[src/rtl/hd_fifo_stage_pkg.sv]
// Shared definitions for the hd_fifo_stage block: default sizes and the
// clog2 helper used to derive pointer widths.
package hd_fifo_stage_pkg;

  // Default payload width shared by the hd_* blocks.
  localparam int HD_DATA_WIDTH = 16;

  // Default number of buffer entries.
  localparam int HD_FIFO_DEPTH = 4;

  // Ceiling log2. Returns 0 for an argument of 0 or 1.
  function automatic int clog2(input int value);
    int result;
    int v;
    result = 0;
    v = value - 1;
    while (v > 0) begin
      result = result + 1;
      v = v >> 1;
    end
    return result;
  endfunction

endpackage

[src/rtl/hd_fifo_stage_if.sv]
// Handshake bundle around hd_fifo_stage.
// Valid/ready contract: a word moves across a channel exactly on a rising
// clock edge where both its valid and its ready are high; the sender keeps
// valid and data stable until that edge, and ready may change freely.
// Upstream channel: valid / data_src / ready_output.
// Downstream channel: valid_output / data_dest / ready.
interface hd_fifo_stage_if
  import hd_fifo_stage_pkg::*;
#(
  parameter int DATA_WIDTH = HD_DATA_WIDTH,
  parameter int DEPTH      = HD_FIFO_DEPTH
);

  localparam int CNT_WIDTH = clog2(DEPTH) + 1;

  logic                  valid;
  logic [DATA_WIDTH-1:0] data_src;
  logic                  ready_output;
  logic                  valid_output;
  logic [DATA_WIDTH-1:0] data_dest;
  logic                  ready;
  logic [CNT_WIDTH-1:0]  count;

  // Environment side: producer and consumer.
  modport master (
    output valid,
    output data_src,
    output ready,
    input  ready_output,
    input  valid_output,
    input  data_dest,
    input  count
  );

  // Buffer side.
  modport slave (
    input  valid,
    input  data_src,
    input  ready,
    output ready_output,
    output valid_output,
    output data_dest,
    output count
  );

endinterface

[src/rtl/hd_fifo_mem.sv]
// Storage array for hd_fifo_stage: one synchronous write port and an
// asynchronous read port so the head word is visible without a read cycle.
// Contents are intentionally not reset; occupancy lives in the pointers.
module hd_fifo_mem #(
  parameter int DATA_WIDTH = 16,
  parameter int DEPTH      = 4,
  parameter int ADDR_WIDTH = 2
) (
  input  logic                  clk,
  input  logic                  i_we,
  input  logic [ADDR_WIDTH-1:0] i_waddr,
  input  logic [DATA_WIDTH-1:0] i_wdata,
  input  logic [ADDR_WIDTH-1:0] i_raddr,
  output logic [DATA_WIDTH-1:0] o_rdata
);

  logic [DATA_WIDTH-1:0] r_mem [DEPTH];

  // Write the accepted upstream word into its slot.
  always_ff @(posedge clk) begin
    if (i_we) begin
      r_mem[i_waddr] <= i_wdata;
    end
  end

  assign o_rdata = r_mem[i_raddr];

endmodule

[src/rtl/hd_fifo_stage.sv]
// Elastic show-ahead valid/ready buffer. Pointers carry one extra wrap bit so
// full and empty are told apart without a separate flag; occupancy is the
// pointer difference.
module hd_fifo_stage
  import hd_fifo_stage_pkg::*;
#(
  parameter int DATA_WIDTH = HD_DATA_WIDTH,
  parameter int DEPTH      = HD_FIFO_DEPTH
) (
  input  logic             clk,
  input  logic             rst,
  hd_fifo_stage_if.slave   bus
);

  localparam int ADDR_WIDTH = clog2(DEPTH);

  logic [ADDR_WIDTH:0]   r_wr_ptr;
  logic [ADDR_WIDTH:0]   r_rd_ptr;
  logic                  r_accept_en;

  logic                  w_empty;
  logic                  w_full;
  logic                  w_push;
  logic                  w_pop;
  logic [DATA_WIDTH-1:0] w_rdata;

  assign w_empty = (r_wr_ptr == r_rd_ptr);
  assign w_full  = (r_wr_ptr[ADDR_WIDTH] != r_rd_ptr[ADDR_WIDTH]) &&
                   (r_wr_ptr[ADDR_WIDTH-1:0] == r_rd_ptr[ADDR_WIDTH-1:0]);

  // ready_output looks only at state, never at this cycle's pop, so a pop
  // at full opens the slot one cycle later (no combinational pass-through).
  assign w_push = bus.valid && bus.ready_output;
  assign w_pop  = bus.ready && !w_empty;

  // Hold off acceptance until the first edge after reset is released.
  always_ff @(posedge clk or posedge rst) begin
    if (rst) begin
      r_accept_en <= 1'b0;
    end else begin
      r_accept_en <= 1'b1;
    end
  end

  // Write pointer advances on every accepted upstream word.
  always_ff @(posedge clk or posedge rst) begin
    if (rst) begin
      r_wr_ptr <= '0;
    end else if (w_push) begin
      r_wr_ptr <= r_wr_ptr + 1'b1;
    end
  end

  // Read pointer advances on every word taken by the consumer.
  always_ff @(posedge clk or posedge rst) begin
    if (rst) begin
      r_rd_ptr <= '0;
    end else if (w_pop) begin
      r_rd_ptr <= r_rd_ptr + 1'b1;
    end
  end

  hd_fifo_mem #(
    .DATA_WIDTH (DATA_WIDTH),
    .DEPTH      (DEPTH),
    .ADDR_WIDTH (ADDR_WIDTH)
  ) u_mem (
    .clk     (clk),
    .i_we    (w_push),
    .i_waddr (r_wr_ptr[ADDR_WIDTH-1:0]),
    .i_wdata (bus.data_src),
    .i_raddr (r_rd_ptr[ADDR_WIDTH-1:0]),
    .o_rdata (w_rdata)
  );

  assign bus.ready_output = r_accept_en && !w_full && !rst;
  assign bus.valid_output = !w_empty;
  assign bus.data_dest    = w_empty ? '0 : w_rdata;
  assign bus.count        = r_wr_ptr - r_rd_ptr;

endmodule
[src/flat_wrapper.sv]
// flat-port wrapper written by rule: the top's interface ports become plain ports
module hd_fifo_stage_flat import hd_fifo_stage_pkg::*;
#(
  parameter int DATA_WIDTH = HD_DATA_WIDTH,
  parameter int DEPTH      = HD_FIFO_DEPTH
)
  (clk, rst, bus_valid, bus_data_src, bus_ready, bus_ready_output, bus_valid_output, bus_data_dest, bus_count);
  hd_fifo_stage_if #(.DATA_WIDTH(DATA_WIDTH), .DEPTH(DEPTH)) bus_i ();
  input  logic clk;
  input  logic rst;
  input wire logic [$bits(bus_i.valid)-1:0] bus_valid;
  input wire logic [$bits(bus_i.data_src)-1:0] bus_data_src;
  input wire logic [$bits(bus_i.ready)-1:0] bus_ready;
  output wire logic [$bits(bus_i.ready_output)-1:0] bus_ready_output;
  output wire logic [$bits(bus_i.valid_output)-1:0] bus_valid_output;
  output wire logic [$bits(bus_i.data_dest)-1:0] bus_data_dest;
  output wire logic [$bits(bus_i.count)-1:0] bus_count;
  assign bus_i.valid = bus_valid;
  assign bus_i.data_src = bus_data_src;
  assign bus_i.ready = bus_ready;
  assign bus_ready_output = bus_i.ready_output;
  assign bus_valid_output = bus_i.valid_output;
  assign bus_data_dest = bus_i.data_dest;
  assign bus_count = bus_i.count;
  hd_fifo_stage #(.DATA_WIDTH(DATA_WIDTH), .DEPTH(DEPTH)) u_core (.clk(clk), .rst(rst), .bus(bus_i));
endmodule
[config.mk]
export PLATFORM = sky130hd
export DESIGN_NAME = hd_fifo_stage_flat
export DESIGN_NICKNAME = d
export VERILOG_FILES = /design/src/rtl/hd_fifo_stage_pkg.sv /design/src/rtl/hd_fifo_stage_if.sv /design/src/rtl/hd_fifo_mem.sv /design/src/rtl/hd_fifo_stage.sv /design/src/flat_wrapper.sv
export SDC_FILE = /design/constraint.sdc
export NUM_CORES = 1
export LEC_CHECK = 0
export ABC_AREA = 1
export BUFFER_PORTS_ARGS = -buffer_cell sky130_fd_sc_hd__buf_2
export CAP_MARGIN = 20
export CORE_UTILIZATION = 62
export CTS_BUF_LIST = sky130_fd_sc_hd__clkbuf_16
export DETAILED_ROUTE_END_ITERATION = 6
export PLACE_DENSITY = 0.92
export SLEW_MARGIN = 25
export SYNTH_ARGS = -nofsm -noshare
export SYNTH_HDL_FRONTEND = slang
export SYNTH_HIERARCHICAL = 1
export SYNTH_SLANG_ARGS = --single-unit
[constraint.sdc]
create_clock -name clk -period 9.4 [get_ports clk]
set_clock_uncertainty 0.15 [all_clocks]
set_input_delay 0.47 -clock clk [delete_from_list [all_inputs] [get_ports clk]]
set_output_delay 0.47 -clock clk [all_outputs]
set_load 0.03 [all_outputs]
# After elaboration in Yosys (flattened, before gate mapping)
# Memories as Yosys holds them, arrays and structs flattened.
# Cells that the tools add are included.
# W data, S select, Z words.
[word_totals] latchBits=0 memories=1 romBits=0 reg_bits=7 ram_bits=64 input_bits=20
[op_classes] shift=0 n_eq_ne=3 reduce_logical=8 n_addsub=3 n_lt_le_gt_ge=0 multipliers=0 n_mux=3 div=0 n_bitwise=0
[memory_table] name="u_core.u_mem.r_mem" words=4 word_bits=16 rd=1 rd_ports_with_merged_regs=0 wr=1 line="hd_fifo_mem.sv:17" text="logic [DATA_WIDTH-1:0] r_mem [DEPTH];"
[ops] cell="$mux W16" count=1
[ops] cell="$add A3 B1 Y3 const B" count=2
[ops] cell="$logic_and A1 B1 Y1" count=5
[ops] cell="$eq A3 B3 Y1" count=1
[ops] cell="$logic_not A1 Y1" count=3
[ops] cell="$sub A3 B3 Y3" count=1
[ops] cell="$eq A2 B2 Y1" count=1
[ops] cell="$mux W1" count=2
[ops] cell="$ne A1 B1 Y1" count=1

# Logic depth before layout (Yosys ltp)
# Gate-level depths: netlist of run 1.
[depth] word_depth=8 ltp_mapped=9 depth_no_buf=9

# Modules after synthesis
# The synthesis of run 1 kept the hierarchy.
[modules_own_cells] module="hd_fifo_mem" seq_area_each_um2=1921.8 n_inst=1 cells_per_inst=259 area_each_um2=2758.9
[modules_own_cells] module="hd_fifo_stage" seq_area_each_um2=175.2 n_inst=1 cells_per_inst=93 area_each_um2=713.2

# Least setup slack after synthesis of run 1
# No wires, ideal clock.
[synth_timing] path_kind="register to register" start="reg u_core.r_wr_ptr[0]" end="mem u_core.u_mem.r_mem[2][0], enable pin" path_slack_ps=6422 stages_incl_launch_ff=10 path_buffers=0 period_less_slack_ps=2978 arrival_time_ps=2418 required_time_ps=8841 cell_sequence="dfrtp_1 inv_1 ha_1 nand2_1 inv_1 nand3_1 nand3_2 inv_1 inv_1 nor3_1"
[synth_via] elab_chain_len=8
[synth_lines] item="start, declared" line="hd_fifo_stage.sv:17" text="logic [ADDR_WIDTH:0] r_wr_ptr;"
[synth_lines] item="start signal, assigned" line="hd_fifo_stage.sv:50" text="r_wr_ptr <= r_wr_ptr + 1'b1;"
[synth_lines] item="$eq A2 B2 Y1" line="hd_fifo_stage.sv:29" text="(r_wr_ptr[ADDR_WIDTH-1:0] == r_rd_ptr[ADDR_WIDTH-1:0]);"
[synth_lines] item="$logic_and A1 B1 Y1" line="hd_fifo_stage.sv:28" text="assign w_full = (r_wr_ptr[ADDR_WIDTH] != r_rd_ptr[ADDR_WIDTH]) &&"
[synth_lines] item="$logic_not A1 Y1" line="hd_fifo_stage.sv:76" text="assign bus.ready_output = r_accept_en && !w_full && !rst;"
[synth_lines] item="$logic_and A1 B1 Y1 (2 in series)" line="hd_fifo_stage.sv:76"
[synth_lines] item="$logic_and A1 B1 Y1" line="hd_fifo_stage.sv:33" text="assign w_push = bus.valid && bus.ready_output;"
[synth_lines] item="named net u_core.w_push" line="hd_fifo_stage.sv:23" text="logic w_push;"
[synth_lines] item="$mux W1" line="hd_fifo_mem.sv:21" text="if (i_we) begin"
[synth_lines] item="$mux W1 (not written as such)" line="hd_fifo_mem.sv:22" text="r_mem[i_waddr] <= i_wdata;"
[synth_lines] item="end, declared" line="hd_fifo_mem.sv:17"
# The timed path passes the listed nets, and every way through them passes these cells.

# Final worst setup path of run 1
[layout_timing] start="reg u_core.r_rd_ptr[1]" end="mem u_core.u_mem.r_mem[2][13], enable pin"
[layout_via] elab_chain_len=8
[layout_lines] item="start, declared" line="hd_fifo_stage.sv:18" text="logic [ADDR_WIDTH:0] r_rd_ptr;"
[layout_lines] item="start signal, assigned" line="hd_fifo_stage.sv:59" text="r_rd_ptr <= r_rd_ptr + 1'b1;"
[layout_lines] item="$eq A2 B2 Y1" line="hd_fifo_stage.sv:29"
[layout_lines] item="$logic_and A1 B1 Y1" line="hd_fifo_stage.sv:28"
[layout_lines] item="$logic_not A1 Y1" line="hd_fifo_stage.sv:76"
[layout_lines] item="$logic_and A1 B1 Y1 (2 in series)" line="hd_fifo_stage.sv:76"
[layout_lines] item="$logic_and A1 B1 Y1" line="hd_fifo_stage.sv:33"
[layout_lines] item="named net u_core.w_push" line="hd_fifo_stage.sv:23"
[layout_lines] item="$mux W1" line="hd_fifo_mem.sv:21"
[layout_lines] item="$mux W1 (not written as such)" line="hd_fifo_mem.sv:22"
# The timed path passes the listed nets, and every way through them passes these cells.

==> metrics.txt, run 1 <==
storage element area=2100 µm²; leakage=1.97 nW; Port-buffer cells=40; CP Data Required Time=9.20 ns; syn nets=377; clock sink total=71; yosys warns=6; clk buf depth=2; Vias/cell=5.14; Initial Util=66.3%; Worst Hold Class=input port to flop; row count=26; unrepaired setup endpoints after global routing=no; clock root cell=clkbuf_16; CP Class=flop to flop; most frequent cells in the layout=98 x nand2_1, 94 x inv_1, 64 x edfxtp_1, 40 x buf_2, 35 x nand3_1; routability cong.=0.801; max cap viols=0; area growth from synthesis to layout=15.7%; Total Power=1.45 mW; clock latency on the worst-skew pair=0.33 ns; ant diodes=0; maximum VDD drop=0.295 mV; Final ANT Viol Nets=0; Critical-path top delay cell=dfrtp_1; die area=5900 µm²; most common cell after layout, fill and taps aside=nand2_1; Final Hold Fails=0; Finished Layout Cells=470; io pins=41; DR WL/cell=14.8 µm; syn avg cell area=9.86 µm²; slowest stage delay, CP=0.86 ns; H-tree level count=3; Final WS setup=6.16 ns; Final Instance Area=4020 µm²; Slew HR=44.5%; Top Family by Delay on Critical Path=simple AND/OR/NAND/NOR gates; Die Y-Extent=76.8 µm; Syn Std Cell Area=3470 µm²; pre-CTS setup slack=6.22 ns; fillers=330; Post-synth ARST share=9.86%; Buf+Inv Stages, Crit Path=4; Nets=420; Final setup viols=0; final worst path period need=3.24 ns; critical-path maximum fanout=21; largest net degree at the start of global routing=38; Worst Tran Pin Value=0.829 ns; Worst Path Arrival=3.04 ns; CTS resizes=0; startpoint types=flop; Cells after Synth=352; DRC violations left=0; Final Max Slew Viols=0; period utilisation layout=34.5%; Placed Area=3690 µm²; routed wire length=6940 µm; CTS tree=built; cell total after placement=453; ys flop type=edfxtp_1; TritonCTS Buffers=9; Fmax achieved=309 MHz; Reg clk slew, reported paths=0.06 ns; Yosys reg bits=71; antenna violations before repair=0; total grt overflow=0; HPWL after DPL=4360 µm; vias=2415; sequential-to-total area share from yosys stat=60.4%; global-route wire length before repair=11300 µm; multi-input combinational cell area=911 µm²; via count of the first global-routing pass=2384; DR pass1 iterations=5; Setup TNS=0 ns; critical path endpoint category=flop; post-synth cell types=26; layout cell share with drive strength beyond 1=20.3%; GRT Total Usage=26.4%; EDFF count, synth=64; Cell Pwr Density=362 nW/µm²; most frequent CP cell=inv_1; crit path cell chain=inv_1 > ha_1 > nand2_1 > inv_1 > nand3_1 > nand3_2 > inv_1 > inv_1 > nor3_4; status=finished clean; CORE AREA=5240 µm²; DR iter-0 viols=171; die width=76.8 µm
==> metal layers <==
metal	track usage, %	vias up	wire length [µm]
met3	9.05	17	438
met2	43.1	97	3570
li1	-	1156	-
met1	31.6	1145	2770
met5	0	-	0
met4	12.1	0	163
==> final timing paths <==
| check | start | endpoint | slack (ns) | depth (start not counted) |
|---|---|---|---|---|
| setup / recovery | u_core/r_rd_ptr[1] | u_core/u_mem/r_mem[2][13] | 6.16 | 9 |
| min in group asynchronous | rst | u_core/r_rd_ptr[2] | 0.51 | 3 |
| hold / removal | bus_data_src[7] | u_core/u_mem/r_mem[2][7] | 0.21 | 1 |
| setup reg to reg | u_core/r_rd_ptr[1] | u_core/u_mem/r_mem[2][13] | 6.16 | 9 |
| hold reg to reg | u_core/r_rd_ptr[2] | u_core/r_rd_ptr[2] | 0.47 | 2 |
| max in group asynchronous | rst | u_core/r_rd_ptr[0] | 8.35 | 3 |
==> cells in the mapped netlist (2+ instances only) <==
cell type  instances  share of area (%)
dfrtp_1            7                5.0
ha_1               4                1.4
nor2_4            10                3.2
inv_1             94                 10
buf_4              3               0.65
nand3_1           35                5.0
nand2_1           98                 11
nor2_1             7               0.76
nor3_1             4               0.58
buf_6              6                1.9
nand4_1            3               0.54
nand2_4            2               0.65
edfxtp_1          64                 55
inv_2              3               0.32
==> through the flow <==
stage                     hold WS, ns  util [%]
after floorplan                 0.123         -
after global placement          0.271      70.3
after detailed placement        0.280      70.5
after CTS                       0.204      76.7
after global routing            0.196      76.7
final                           0.211      76.7
==> power by group <==
part           switching, mW  internal [mW]
Clock                  0.121          0.230
Sequential            0.0580          0.373
Combinational          0.472          0.199
==> worst reg2reg max path: cells and delay by family, from the launching register on <==
kind / cells / cell delay (ns)
adders and majority gates: 1 / 0.31
buffers and inverters: 4 / 0.43
DFF: 1 / 0.86
and+or+nand+nor: 4 / 1.10
==> cell type report <==
cell class | count | share of cell area (%)
Sequential cell | 71 | 52.2
Clock inverter | 7 | 2.18
Timing Repair Buffer | 43 | 5.61
Clock buffer | 9 | 5.61
Multi-Input combinational cell | 171 | 22.7
Inverter | 99 | 9.50
Tap cell | 70 | 2.18
==> kinds of logic after synthesis <==
group                      synth area share, %
and+or+nand+nor                           22.7
other                                    0.108
adders and majority gates                 2.02
xor gates and xnor gates                 0.505
DFF                                       60.4
buffers and inverters                     14.3
==> registers in the layout, indices dropped and copies added, names as in the netlist <==
| register | flops |
|---|---|
| u_core/r_accept_en | 1 |
| u_core/r_rd_ptr | 3 |
| u_core/u_mem/r_mem | 64 |
| u_core/r_wr_ptr | 3 |
==> what timing repair did <==
| item | 4_1_cts | 5_1_grt |
|---|---|---|
| setup buffers | 0 | 0 |
| hold buffers | 1 | 0 |
| endpoints found under the hold margin | 7 | 0 |
No activity file was read; power rests on OpenSTA's default activity.
==> inputs of run 2 (changes only) <==
Settings changed: CORE_UTILIZATION 62 to 52, PLACE_DENSITY 0.92 to 0.83.
Clock period 9.4 ns to 2.8 ns, I/O delays scaled along.
==> run 2 against run 1 <==
  * Largest power group unchanged
  * Register-to-register slack got worse by 5.9 ns
  * Sequential share of layout area decreased by 2.4 points
  * Maximum frequency increased by 29%
  * Highest routed layer unchanged
  * Critical endpoint is now u_core/u_mem/r_mem[2][6]
  * Die area increased by 19%
  * Utilization decreased by 11 points
==> metrics.txt, run 2 (synthesis gave the netlist of run 1 again) <==
DR iter-0 viols=163 (-4.7%); routability cong.=0.772 (-3.6%); # Post-CTS Setup Buffers=0 (unchanged); largest registers=u_core/u_mem/r_mem: 64 flops, u_core/r_rd_ptr: 3 flops, u_core/r_wr_ptr: 3 flops; Largest register FFs=64 (unchanged); critical path endpoint category=flop; vias=2349 (-2.7%); Worst Path Arrival=2.38 ns (-0.66 ns); Final setup viols=0 (unchanged); Setup TNS=0 ns (unchanged); Final Max Slew Viols=0 (unchanged); unrepaired setup endpoints after global routing=no; critical-path maximum fanout=13 (-38%); clock latency on the worst-skew pair=0.32 ns (about the same); cell total after placement=464 (+2.4%); Nets=442 (+5.2%); Vias/cell=4.71 (-8.4%); antenna violations before repair=0 (unchanged); Total Power=4.74 mW (+230%); R2R Path End=u_core/u_mem/r_mem[2][6]; setup slack, reg-to-reg=0.28 ns (-5.88 ns); Die Y-Extent=83.7 µm (+9.0%); die area=7010 µm² (+19%); via count of the first global-routing pass=2272 (-4.7%); TritonCTS Buffers=9 (unchanged); CORE AREA=6390 µm² (+22%); DR pass1 iterations=4 (-1); Final ANT Viol Nets=0 (unchanged); clock root cell=clkbuf_16; CP Class=flop to flop; startpoint of the worst-slack reg-to-reg timing path=u_core/r_wr_ptr[0]; leakage=2.05 nW (+4.3%); final worst path period need=2.52 ns (-0.723 ns); R2R cell count=10 (+1); die width=83.7 µm (+9.0%); CTS tree=built; Cell Pwr Density=1130 nW/µm² (+210%); clock sink total=71 (unchanged); Biggest register=u_core/u_mem/r_mem; period utilisation layout=89.9% (+55 points); Fmax achieved=397 MHz (+29%); most frequent cells in the layout=98 x nand2_1, 94 x inv_1, 64 x edfxtp_1, 40 x buf_2, 35 x nand3_1; Hold WS=0.163 ns (-0.0483 ns); routed wire length=6440 µm (-7.2%); CP Data Required Time=2.67 ns (-6.53 ns); hold buffers post-CTS=19 (+18); CTS resizes=0 (unchanged); startpoint types=flop; DRC violations left=0 (unchanged); Port-buffer cells=40 (unchanged); status=finished clean; io pins=41 (unchanged); most common cell after layout, fill and taps aside=nand2_1; layout cell share with drive strength beyond 1=19.9% (-0.34 points); H-tree level count=3 (unchanged); global-route wire length before repair=10500 µm (-7.1%); clk buf depth=2 (unchanged); HPWL after DPL=4180 µm (-4.1%); row count=29 (+12%); total grt overflow=0 (unchanged); Worst Hold Class=input port to asynchronous set/reset pin; ant diodes=0 (unchanged); maximum VDD drop=0.951 mV (+220%); GRT Total Usage=19.8% (-6.7 points); Final Hold Fails=0 (unchanged); DR WL/cell=12.9 µm (-13%); Finished Layout Cells=499 (+6.2%); area growth from synthesis to layout=21.3%; largest net degree at the start of global routing=37 (-2.6%); max cap viols=0 (unchanged); Reg clk slew, reported paths=0.05 ns (about the same); Initial Util=54.4% (-12 points)
-- run 2: cell types whose count changed in the layout (fill, tap and decap cells not counted), sizes merged --
cell	delta
bufinv	-1
dlygate4sd3	+18
clkinvlp	-1
buf	+4
clkinv	+2
-- run 2: worst max path at each step --
stage / slack (ns) / startpoint / to / depth (start not counted)
finish: 0.28 / u_core/r_wr_ptr[0] / u_core/u_mem/r_mem[2][6] / 10
global route: 0.12 / u_core/r_wr_ptr[0] / u_core/u_mem/r_mem[2][9] / 10
CTS: 0.25 / u_core/r_wr_ptr[0] / u_core/u_mem/r_mem[2][2] / 10
detailed placement: 0.27 / u_core/r_wr_ptr[0] / u_core/u_mem/r_mem[2][7] / 10
global placement: 0.39 / u_core/r_wr_ptr[0] / u_core/u_mem/r_mem[2][7] / 10
floorplan: -0.18 / u_core/r_wr_ptr[0] / u_core/u_mem/r_mem[2][0] / 9
-- run 2: critical path, cell delays in order (launching register included) --
cell and delay, ns:
dfrtp_1 0.45, inv_1 0.10, ha_1 0.31, nand2_1 0.06
inv_1 0.09, nand3_1 0.18, nand3_2 0.13, inv_1 0.07
inv_1 0.10, nor3_2 0.26, buf_4 0.29
-- run 2: power breakdown --
group	internal (mW)	leakage, nW	switching [mW]
Sequential	1.25	0.664	0.0643
Combinational	0.700	1.25	1.65
Clock	0.680	0.140	0.397
Total	2.63	2.05	2.11
-- run 2: final cells by class --
cell class / count / area, µm²
Multi-Input combinational cell: 171 / 898
Sequential cell: 71 / 2100
Fill cell: 484 / 2180
Timing Repair Buffer: 65 / 448
Clock inverter: 7 / 63.8
Clock buffer: 9 / 225
Inverter: 99 / 382
Tap cell: 77 / 96.3
-- run 2: per-stage QoR --
stage          area (µm²)  util [%]  worst slack [ns]
2_1_floorplan        3470         -            -0.178
3_3_place_gp         3730      58.4             0.390
3_5_place_dp         3730      58.4             0.266
4_1_cts              4210      65.9             0.255
5_1_grt              4210      65.9             0.121
6_report             4210      65.9             0.283
-- run 2: metal layers --
metal	vias up	part of all wire (%)	track usage [%]
li1	1198	-	-
met1	1070	42	23.0
met3	17	3.3	3.46
met4	0	2.8	11.1
met2	64	52	34.4
met5	-	0	0
==> inputs of run 3 (changes only) <==
Settings changed: CORE_UTILIZATION 52 to 45, PLACE_DENSITY 0.83 to 0.75.
==> run 3 against run 2 <==
  * Sequential power is essentially flat
  * Total power shrank 1.6%
  * Cell count grew 4.8%
  * First-iteration DRC count shrank 23%
  * Utilization shrank 8.7 points
  * Design area grew 0.15%
  * Die area grew 15%
  * Register-to-register slack gained 0.10 ns
  * Non-clock buffer count grew 2
  * Hold slack lost 0.014 ns
  * Maximum frequency grew 4.2%
  * Largest power group unchanged
  * Sequential share of layout area shrank 0.074 points
==> metrics.txt, run 3 (synthesis gave the netlist of run 1 again) <==
status=finished clean; CP Class=flop to flop; routed wire length=6600 µm (+2.4%); fillers=658 (+36%); Worst Path Arrival=2.27 ns (-0.11 ns); Die Y-Extent=89.8 µm (+7.3%); most frequent cells in the layout=98 x nand2_1, 94 x inv_1, 64 x edfxtp_1, 40 x buf_2, 35 x nand3_1; sw frac=45.5% (+0.99 points); maximum VDD drop=1.19 mV (+25%); clock root cell=clkbuf_16; routability cong.=0.844 (+9.3%); DR WL/cell=12.6 µm (-2.3%); clk buf depth=2 (unchanged); Finished Layout Cells=523 (+4.8%); Largest register FFs=64 (unchanged); antenna violations before repair=0 (unchanged); largest net degree at the start of global routing=37 (unchanged); HPWL after DPL=4410 µm (+5.4%); most frequent CP cell=inv_1; DR pass1 iterations=4 (unchanged); Final Hold Fails=0 (unchanged); period utilisation layout=86.3% (-3.6 points); CP Data Required Time=2.66 ns (about the same); crit path cell chain=inv_1 > ha_1 > nand2_1 > inv_1 > nand3_1 > nand3_2 > inv_1 > inv_1 > nor3_2 > buf_4; startpoint types=flop; Reg clk slew, reported paths=0.05 ns (about the same); Cell Pwr Density=1110 nW/µm² (-1.7%); met3 Track Usage GR=5.67% (+2.2 points); Fmax achieved=414 MHz (+4.2%); global routing usage on met2=31.7% (-2.8 points); most common cell after layout, fill and taps aside=nand2_1; Buf+Inv Stages, Crit Path=5 (unchanged); storage element area=2100 µm² (unchanged); io pins=41 (unchanged); GRT Total Usage=17.8% (-2.0 points); Final setup viols=0 (unchanged); Vias/cell=4.59 (-2.6%); Most Crowded Layer GR=met2; die area=8070 µm² (+15%); startpoint of the worst-slack reg-to-reg timing path=u_core/r_wr_ptr[0]; CORE AREA=7370 µm² (+15%); Setup TNS=0 ns (unchanged); Critical-path top delay cell=dfrtp_1; via count of the first global-routing pass=2403 (+5.8%); vias=2399 (+2.1%); max cap viols=0 (unchanged); Nets=444 (+0.45%); CTS tree=built; row count=31 (+6.9%); Final Max Slew Viols=0 (unchanged); clock sink total=71 (unchanged); Psw=2.12 mW (+0.59%); clock power share=21.2% (-1.5 points); unrepaired setup endpoints after global routing=no; setup slack, reg-to-reg=0.38 ns (+0.10 ns); slowest stage delay, CP=0.46 ns (about the same); ant diodes=0 (unchanged); Worst Hold Class=input port to asynchronous set/reset pin; R2R cell count=10 (unchanged); final worst path period need=2.42 ns (-0.101 ns); TritonCTS Buffers=9 (unchanged); Reg power frac=28.2% (+0.4 points); routing usage on met1=19.7% (-3.2 points); DRC violations left=0 (unchanged); R2R Path End=u_core/u_mem/r_mem[0][4]; critical-path maximum fanout=16 (+3); global-route wire length before repair=10900 µm (+3.5%); largest registers=u_core/u_mem/r_mem: 64 flops, u_core/r_rd_ptr: 3 flops, u_core/r_wr_ptr: 3 flops; total grt overflow=0 (unchanged); multi-input combinational cell area=898 µm² (unchanged); DR iter-0 viols=125 (-23%); Initial Util=47.1% (-7.3 points); cell total after placement=488 (+5.2%); H-tree level count=3 (unchanged); die width=89.8 µm (+7.3%); Port-buffer cells=40 (unchanged); leakage=2.04 nW (-0.48%); critical path endpoint category=flop; Final ANT Viol Nets=0 (unchanged); layout cell share with drive strength beyond 1=20.3% (+0.38 points); area growth from synthesis to layout=21.4%; Top Family by Delay on Critical Path=buffers and inverters; clock latency on the worst-skew pair=0.32 ns (about the same); Biggest register=u_core/u_mem/r_mem; internal cell power=2.55 mW (-3.4%); Comb pwr share=50.6% (+1.1 points)
[run 3: layer usage]
metal | vias to the layer above | share of wire, %
li1 | 1202 | -
met1 | 1136 | 42
met2 | 54 | 53
met3 | 7 | 4.6
met4 | 0 | 1.1
met5 | - | 0
[run 3: area by class of cell]
type | instances | area share (%)
clock buffers | 9 | 5.34
clock inverters | 7 | 0.950
inverters | 99 | 9.05
multi-input cells | 171 | 21.3
flip-flops and latches | 71 | 49.7
well taps | 99 | 2.94
repair buffers | 67 | 10.7
[run 3: timing repair]
| action | CTS | global route |
|---|---|---|
| gates resized for setup | 0 | 0 |
| buffers inserted | 0 | 0 |
| hold buffers | 19 | 0 |
| hold endpoints to repair | 77 | 0 |
[run 3: power groups by stage]
stage	combinational (mW)	sequential, mW	clock, mW
4_1_cts	2.39	1.32	1.00
2_1_floorplan	1.94	1.33	0
6_report	2.36	1.32	0.988
3_3_place_gp	2.31	1.33	0
5_1_grt	2.59	1.33	1.05
3_5_place_dp	2.36	1.34	0
[run 3: tightest hold or removal path, cell delays in order]
cell,delay (ns)
dlygate4sd3_1,0.53
buf_2,0.13
inv_1,0.21
[run 3: metrics by stage]
stage	total power, mW	area, µm²	util [%]	worst slack (ns)	hold slack [ns]
6_report	4.67	4220	57.2	0.384	0.148
5_1_grt	4.96	4220	57.2	0.236	0.175
4_1_cts	4.71	4220	57.2	0.383	0.156
3_5_place_dp	3.69	3760	51.0	0.419	-0.0551
3_3_place_gp	3.64	3760	51.0	0.533	-0.0616
2_1_floorplan	3.27	3470	-	-0.178	-0.207
[run 3: worst max-delay path by stage]
stage | slack (ns) | start | depth (start not counted) | end
4_1_cts | 0.38 | u_core/r_wr_ptr[0] | 10 | u_core/u_mem/r_mem[0][4]
3_3_place_gp | 0.53 | u_core/r_wr_ptr[0] | 10 | u_core/u_mem/r_mem[3][6]
5_1_grt | 0.24 | u_core/r_wr_ptr[0] | 10 | u_core/u_mem/r_mem[2][14]
2_1_floorplan | -0.18 | u_core/r_wr_ptr[0] | 9 | u_core/u_mem/r_mem[2][0]
3_5_place_dp | 0.42 | u_core/r_wr_ptr[0] | 10 | u_core/u_mem/r_mem[0][12]
6_report | 0.38 | u_core/r_wr_ptr[0] | 10 | u_core/u_mem/r_mem[0][4]
